[config.mk]
export PLATFORM = sky130hd
export DESIGN_NAME = digital_tube
export DESIGN_NICKNAME = d
export VERILOG_FILES = /design/src/rtl/digital_tube_pkg.sv /design/src/rtl/digital_tube_hex_to_seg.sv /design/src/rtl/digital_tube.sv
export SDC_FILE = /design/constraint.sdc
export NUM_CORES = 1
export LEC_CHECK = 0
export ABC_AREA = 1
export BUFFER_PORTS_ARGS = -buffer_cell sky130_fd_sc_hd__buf_4
export CORE_UTILIZATION = 40
export CTS_BUF_LIST = sky130_fd_sc_hd__clkbuf_16
export DETAILED_ROUTE_END_ITERATION = 8
export MAX_ROUTING_LAYER = met4
export PLACE_DENSITY = 0.63
export SETUP_SLACK_MARGIN = 0.15
export SYNTH_ARGS = -nofsm -noshare
export SYNTH_HDL_FRONTEND = slang
export SYNTH_SLANG_ARGS = --single-unit
[constraint.sdc]
create_clock -name clk -period 2.9 [get_ports clk]
set_clock_uncertainty 0.05 [all_clocks]
set_input_delay 0.29 -clock clk [delete_from_list [all_inputs] [get_ports clk]]
set_output_delay 0.29 -clock clk [all_outputs]
set_load 0.1 [all_outputs]
[src/rtl/digital_tube_pkg.sv]
// Shared constants for the two-group hex tube driver: active-low glyphs,
// blanking patterns and the register map.
package digital_tube_pkg;

    // Segment order {dp,g,f,e,d,c,b,a}, active-low, dp held off
    localparam logic [7:0] SEG_HEX_0 = 8'hC0;
    localparam logic [7:0] SEG_HEX_1 = 8'hF9;
    localparam logic [7:0] SEG_HEX_2 = 8'hA4;
    localparam logic [7:0] SEG_HEX_3 = 8'hB0;
    localparam logic [7:0] SEG_HEX_4 = 8'h99;
    localparam logic [7:0] SEG_HEX_5 = 8'h92;
    localparam logic [7:0] SEG_HEX_6 = 8'h82;
    localparam logic [7:0] SEG_HEX_7 = 8'hF8;
    localparam logic [7:0] SEG_HEX_8 = 8'h80;
    localparam logic [7:0] SEG_HEX_9 = 8'h90;
    localparam logic [7:0] SEG_HEX_A = 8'h88;
    localparam logic [7:0] SEG_HEX_B = 8'h83;
    localparam logic [7:0] SEG_HEX_C = 8'hC6;
    localparam logic [7:0] SEG_HEX_D = 8'hA1;
    localparam logic [7:0] SEG_HEX_E = 8'h86;
    localparam logic [7:0] SEG_HEX_F = 8'h8E;

    localparam logic [7:0] SEG_BLANK = 8'hFF;
    localparam logic [3:0] SEL_BLANK = 4'hF;

    localparam logic ADDR_DATA = 1'b0;
    localparam logic ADDR_CTRL = 1'b1;

endpackage

[src/rtl/digital_tube_hex_to_seg.sv]
// Combinational nibble-to-glyph decoder for one tube group.
module hex_to_seg
    import digital_tube_pkg::*;
(
    input  logic [3:0] nibble,
    output logic [7:0] seg
);

    always_comb begin
        seg = SEG_BLANK;
        case (nibble)
            4'h0: seg = SEG_HEX_0;
            4'h1: seg = SEG_HEX_1;
            4'h2: seg = SEG_HEX_2;
            4'h3: seg = SEG_HEX_3;
            4'h4: seg = SEG_HEX_4;
            4'h5: seg = SEG_HEX_5;
            4'h6: seg = SEG_HEX_6;
            4'h7: seg = SEG_HEX_7;
            4'h8: seg = SEG_HEX_8;
            4'h9: seg = SEG_HEX_9;
            4'hA: seg = SEG_HEX_A;
            4'hB: seg = SEG_HEX_B;
            4'hC: seg = SEG_HEX_C;
            4'hD: seg = SEG_HEX_D;
            4'hE: seg = SEG_HEX_E;
            4'hF: seg = SEG_HEX_F;
            default: seg = SEG_BLANK;
        endcase
    end

endmodule

[src/rtl/digital_tube.sv]
// Bus-writable 8-digit hex display driver: DATA/CTRL registers, a scan
// divider and a 2-bit digit index multiplexing two 4-digit tube groups.
module digital_tube
    import digital_tube_pkg::*;
#(
    parameter int SCAN_DIV = 50000
) (
    input  logic        clk,
    input  logic        reset,
    input  logic        Addr,
    input  logic        WE,
    input  logic [3:0]  BE,
    input  logic [31:0] DIn,
    output logic [31:0] DOut,
    output logic [3:0]  Sel0,
    output logic [7:0]  Seg0,
    output logic [3:0]  Sel1,
    output logic [7:0]  Seg1
);

    localparam int CNT_W = $clog2(SCAN_DIV);
    localparam logic [CNT_W-1:0] CNT_MAX = CNT_W'(SCAN_DIV - 1);

    logic [31:0]      data_reg, data_next;
    logic             en_reg, en_next;
    logic [CNT_W-1:0] cnt_reg, cnt_next;
    logic [1:0]       idx_reg, idx_next;
    logic [3:0]       sel_reg, sel_next;
    logic [7:0]       seg0_reg, seg0_next;
    logic [7:0]       seg1_reg, seg1_next;
    logic [3:0]       nibble0, nibble1;
    logic [7:0]       glyph0, glyph1;
    logic             data_wr, ctrl_wr;

    assign data_wr = WE && (Addr == ADDR_DATA);
    assign ctrl_wr = WE && (Addr == ADDR_CTRL);

    genvar gi;
    generate
        for (gi = 0; gi < 4; gi++) begin : g_byte
            assign data_next[8*gi +: 8] = (data_wr && BE[gi]) ? DIn[8*gi +: 8]
                                                              : data_reg[8*gi +: 8];
        end
    endgenerate

    assign en_next = (ctrl_wr && BE[0]) ? DIn[0] : en_reg;

    always_comb begin
        cnt_next = cnt_reg + 1'b1;
        idx_next = idx_reg;
        if (cnt_reg == CNT_MAX) begin
            cnt_next = '0;
            idx_next = idx_reg + 2'd1;
        end
    end

    // Glyphs come from the post-write value so a write landing on an index
    // step is already reflected in the registered outputs of that edge.
    assign nibble0 = data_next[{idx_next, 2'b00} +: 4];
    assign nibble1 = data_next[{1'b1, idx_next, 2'b00} +: 4];

    hex_to_seg u_hex0 (.nibble(nibble0), .seg(glyph0));
    hex_to_seg u_hex1 (.nibble(nibble1), .seg(glyph1));

    always_comb begin
        sel_next  = SEL_BLANK;
        seg0_next = SEG_BLANK;
        seg1_next = SEG_BLANK;
        if (en_next) begin
            sel_next[idx_next] = 1'b0;
            seg0_next          = glyph0;
            seg1_next          = glyph1;
        end
    end

    always_ff @(posedge clk or negedge reset) begin
        if (!reset) begin
            data_reg <= '0;
            en_reg   <= 1'b0;
            cnt_reg  <= '0;
            idx_reg  <= '0;
            sel_reg  <= SEL_BLANK;
            seg0_reg <= SEG_BLANK;
            seg1_reg <= SEG_BLANK;
        end else begin
            data_reg <= data_next;
            en_reg   <= en_next;
            cnt_reg  <= cnt_next;
            idx_reg  <= idx_next;
            sel_reg  <= sel_next;
            seg0_reg <= seg0_next;
            seg1_reg <= seg1_next;
        end
    end

    assign DOut = (Addr == ADDR_CTRL) ? {31'b0, en_reg} : data_reg;
    assign Sel0 = sel_reg;
    assign Sel1 = sel_reg;
    assign Seg0 = seg0_reg;
    assign Seg1 = seg1_reg;

endmodule
**Yosys cells after proc, flatten, opt, wreduce, memory -nomap -nowiden**

Memories as Yosys holds them, arrays and structs flattened.
Cells that the tools add are included.

- Bits in registers: 71
- Bits in latches: 0
- Memory bits (writable): 0
- Bits in read-only memories: 224
- Input bits: 40
- Word-level logic and storage cells: 39
- Memories: 2

Memories:

| memory | depth | width | read ports | clocked after memory_dff | wr ports | line | RTL |
|---|---|---|---|---|---|---|---|
| (name not given) | 16 | 7 | 1 | 0 | 0 | digital_tube_hex_to_seg.sv:11 | `case (nibble)` |
| (name not given) | 16 | 7 | 1 | 0 | 0 | digital_tube_hex_to_seg.sv:11 |  |

- Add/subtract/negate cells: 2
- Multiply operators: 0
- Divide/modulo/power cells: 0
- $lt $le $gt $ge: 2
- Eq/ne operators: 1
- Shifts and indexed selects: 2
- Multiplexer cells: 13
- Bitwise gates (word level): 2
- Reductions and logical operators: 8

Operators with widths:

| cell | number |
|---|---|
| two-way mux 8 bit | 6 |
| two-way mux 32 bit | 1 |
| variable part select 32 x 5 -> 4 bit | 1 |
| variable part select 32 x 6 -> 4 bit | 1 |
| adder 16 x 1 -> 16 bit, second input constant | 1 |
| equality test 16 bit, second input constant | 1 |
| two-way mux 16 bit | 1 |
| logical AND 1 bit | 8 |
| two-way mux 4 bit | 1 |
| NOT 4 bit | 1 |
| less-than comparator 2 x 3 -> 1 bit, second input constant | 1 |
| adder 2 x 1 -> 2 bit, second input constant | 1 |
| demux 1 bit (select 2 bit) | 1 |
| greater-or-equal comparator 2 x 1 -> 1 bit, second input constant | 1 |
| two-way mux 1 bit | 2 |
| two-way mux 2 bit | 1 |
| NOT 1 bit | 1 |

**Logic depth before layout (Yosys ltp)**

- Depth in word-level cells: 8
- Mapped depth: 20

**By module**

Synthesis repeated with hierarchy kept, for this count alone.

- Cell total of the unflattened synthesis: 551
- Area, all modules: 4,145.2 sq um

By module, submodules not included:

| module | instances | cells each | area an instance (sq um) | sequential area each (sq um) |
|---|---|---|---|---|
| digital_tube | 1 | 449 | 3,574.7 | 1,801.7 |
| hex_to_seg | 2 | 51 | 285.3 | 0.0 |

**Worst setup path before layout**

OpenSTA, ideal clock, no wires.

- Path type: input to output
- Start: input port Addr
- End: output port DOut[0]
- Data arrival time: 2.561 ns
- Data required time: 2.560 ns
- Slack: -0.001 ns
- Cell stages on the path: 2
- Path through: buf_2 > o21ai_0

- Cells in the longest elaborated chain, start to end: 1

Ends and longest elaborated chain:

| item | line | RTL |
|---|---|---|
| from (decl) | digital_tube.sv:10 | `input logic Addr,` |
| two-way mux 32 bit | digital_tube.sv:96 | `assign DOut = (Addr == ADDR_CTRL) ? {31'b0, en_reg} : data_reg;` |
| to (decl) | digital_tube.sv:14 | `output logic [31:0] DOut,` |

Every way passes these cells.

**Final worst setup path**

- Start: register cnt_reg[0]
- End: register seg0_reg[0] (netlist: Seg0[0])

- Cells in the longest elaborated chain, start to end: 5

Ends and longest elaborated chain:

| item | line | RTL |
|---|---|---|
| from (decl) | digital_tube.sv:26 | `logic [CNT_W-1:0] cnt_reg, cnt_next;` |
| from (signal assigned) | digital_tube.sv:88 | `cnt_reg <= cnt_next;` |
| equality test 16 bit | digital_tube.sv:51 | `if (cnt_reg == CNT_MAX) begin` |
| two-way mux 2 bit | digital_tube.sv:51 |  |
| variable part select 32 x 5 -> 4 bit | digital_tube.sv:59 | `assign nibble0 = data_next[{idx_next, 2'b00} +: 4];` |
| memory read (16 x 7 bit) | -- |  |
| two-way mux 8 bit | digital_tube.sv:69 | `if (en_next) begin` |
| via seg0_next[0] | digital_tube.sv:29 | `logic [7:0] seg0_reg, seg0_next;` |
| to (signal assigned) | digital_tube.sv:91 | `seg0_reg <= seg0_next;` |
| to (decl) | digital_tube.sv:29 |  |

The timed path passes the listed nets, and every way through them passes these cells.

==> results.yml <==
outcome:
  outcome: "finished clean"
finish:
  final_common_cell: "nand2_1"
  regArea_mm2: 0.00175
  nNetsFinal: 688
  multi_input_area_mm2: 0.00193
  largest_register_ffs: 32
  drive_gt1_share_pct: 30.5
  antennaDiodeCount: 0
  final_cell_mix: "128 x nand2_1, 102 x buf_4, 73 x inv_1, 72 x nor2_1, 55 x nand3_1"
  syn2layout_area_growth_pct: 26.2
  fill_cells: 986
logic_synthesis:
  syn_inst: 543
  netlist_area_mm2: 0.00415
  synth-seq-cells: 69
  ys_seq_area_share_pct: 42.2
  synth.distinct_cells: 35
  syn_avg_cell_area_um2: 7.64
  yosysWarningCount: 0
clocking:
  clk_latency_ps: 330
  cts_hold_buf: 0
  path_clk_slew_ps: 60
  htree_levels: 3
  cts_tree: "done"
  clk_path_buf_depth: 2
  cts-root-buf: "clkbuf_16"
  cts-buffers-inserted: 9
  cts_sinks: 69
timing:
  setup_viol: 0
  worst_slew_pin_slew_ps: 856
  post-route-period-util_pct: 85.6
  hold_viol_final: 0
  period_minus_slack_ps: 2480
  drv_slew: 0
  fmax_ghz: 0.403
  rsz0062_at_grt: "no"
  slew_headroom_pct: 42.9
  fin_setup_tns_ps: 0
floorplanning:
  fp.dieArea_mm2: 0.0108
  core-area_mm2: 0.00991
  die_height_um: 104
  io_pins: 96
  start_util_pct: 41.8
  die_w_um: 104
  core.rowCount: 36
power_and_ir_drop:
  power_frac_seq_pct: 31.1
  power_leakage_nw: 2.69
  combPwrFrac_pct: 39.2
  p_sw_share_pct: 42.8
  vdd_ir_drop_max_v: 0.000342
  powerDensity_mw_per_mm2: 700
  p_clk_share_pct: 29.7
  p_sw_mw: 1.57
  total_power_mw: 3.66
  internal_power_mw: 2.09
route:
  routed_wl_mm: 10.1
  antenna_left: 0
  wl_per_cell_um: 13.1
  drt_first_iter_violations: 158
  num_vias: 3664
  drt-vias-per-instance: 4.74
  drc: 0
  dr.pass1.iters: 5
critical_path:
  cp_max_fo: 18
  ff2ff_path_depth: 15
  crit_path_start: "cnt_reg[0]"
  worstSetupEndpointType: "flop"
  rrSetupSlack_ps: 420
  crit_required_ps: 3120
  crit_type: "flop to flop"
  reg2reg_to: "Seg0[0]"
  crit_path_start_kind: "flop"
  reg2reg_from: "cnt_reg[0]"
  arrival_ps: 2700
global_routing:
  grt_pass1_wl_mm: 17.0
  grt_pass1_vias: 3604
  grt_overflow: 0
  grt_use_total_pct: 20.3
  grt_max_degree: 70
  antenna_found_initial: 0
flow_run:
  cap_violations: 0
placed_design:
  dp_hpwl_mm: 7.58
  port_buffers: 93
  gp_congestion: 0.884
hold_path:
  hold_class: "input pin to asynchronous set/reset pin"
==> metal layers <==
layer	share of wire (%)	vias up	routed length, um	GRT usage [%]
met2	46	116	4660	32.7
met4	2.5	0	248	7.76
li1	-	1857	-	-
met3	4.9	19	494	2.89
met1	46	1672	4680	25.9
met5	0	-	0	-
==> power by group through the flow <==
stage	registers, mW	clock network (mW)	logic, mW
2_1_floorplan	1.47	0	0.819
3_3_place_gp	1.15	0	1.44
3_5_place_dp	1.16	0	1.44
4_1_cts	1.14	1.12	1.44
5_1_grt	1.15	1.16	1.54
6_report	1.14	1.09	1.44
==> per-stage QoR <==
stage	hold WS, ps	util (%)	instances	instance area [um2]	setup slack, ps
2_1_floorplan	-55.6	-	544	4150	621
3_3_place_gp	394	49.3	753	4880	289
3_5_place_dp	402	49.3	753	4880	211
4_1_cts	59.2	52.3	769	5180	180
5_1_grt	90.0	52.8	773	5230	164
6_report	16.2	52.8	773	5230	417
==> cell type report <==
| class | instances | area share, % |
|---|---|---|
| Clock buffer | 9 | 4.31 |
| Clock inverter | 7 | 1.44 |
| Inverter | 84 | 6.15 |
| Multi-Input combinational cell | 369 | 36.9 |
| Sequential cell | 69 | 33.4 |
| Tap cell | 133 | 3.18 |
| Timing Repair Buffer | 102 | 14.6 |
==> repair_timing <==
item | 4_1_cts | 5_1_grt
endpoints found under the setup margin | 0 | 14
resized for setup | 0 | 5
buffers inserted | 0 | 4
==> critical path, stage by stage (launching register included) <==
cell	delay [ps]
dfrtp_1	370
ha_1	210
nand3_2	130
nor2_2	150
nand2_2	110
nand2_4	90
buf_4	240
nand3_1	110
nand3_1	110
nand2_1	150
inv_1	140
ha_1	200
inv_1	70
nor2_1	130
a21oi_2	80
nand2_1	80
==> Yosys cell counts (all sizes together) <==
| master | n | area, um2 |
|---|---|---|
| dfrtp | 51 | 1280 |
| nand3 | 65 | 413 |
| xnor2 | 1 | 8.76 |
| o21bai | 1 | 7.51 |
| a21oi | 19 | 125 |
| nor3 | 2 | 10.0 |
| buf | 18 | 154 |
| a31oi | 1 | 6.26 |
| o21ai | 31 | 178 |
| dfstp | 18 | 473 |
| and2 | 2 | 12.5 |
| clkbuf | 4 | 15.0 |
| nor2 | 80 | 325 |
| inv | 83 | 314 |
| conb | 1 | 3.75 |
| o211ai | 4 | 30.0 |
| nand2 | 144 | 596 |
| clkinv | 1 | 5.00 |
| nor3b | 1 | 7.51 |
| nand4 | 1 | 6.26 |
| ha | 13 | 163 |
| xor2 | 2 | 17.5 |
==> cells by family after synthesis <==
family,share of synthesized area [%]
AND/OR/NAND/NOR,33.0
buffers and inverters,11.8
flip-flops,42.2
AO/OA/AOI/OAI,8.36
adder cells (fa/ha/maj),3.92
XOR/XNOR,0.634
other,0.0904
==> worst max-delay path by stage <==
stage / endpoint / slack [ps]
after floorplan: Seg1[3] / 620
after global placement: Seg0[5] / 290
after detailed placement: Seg1[5] / 210
after CTS: Seg0[0] / 180
after global routing: Seg1[5] / 160
final: Seg0[0] / 420
Note: power is estimated with default switching activity, not from simulation.
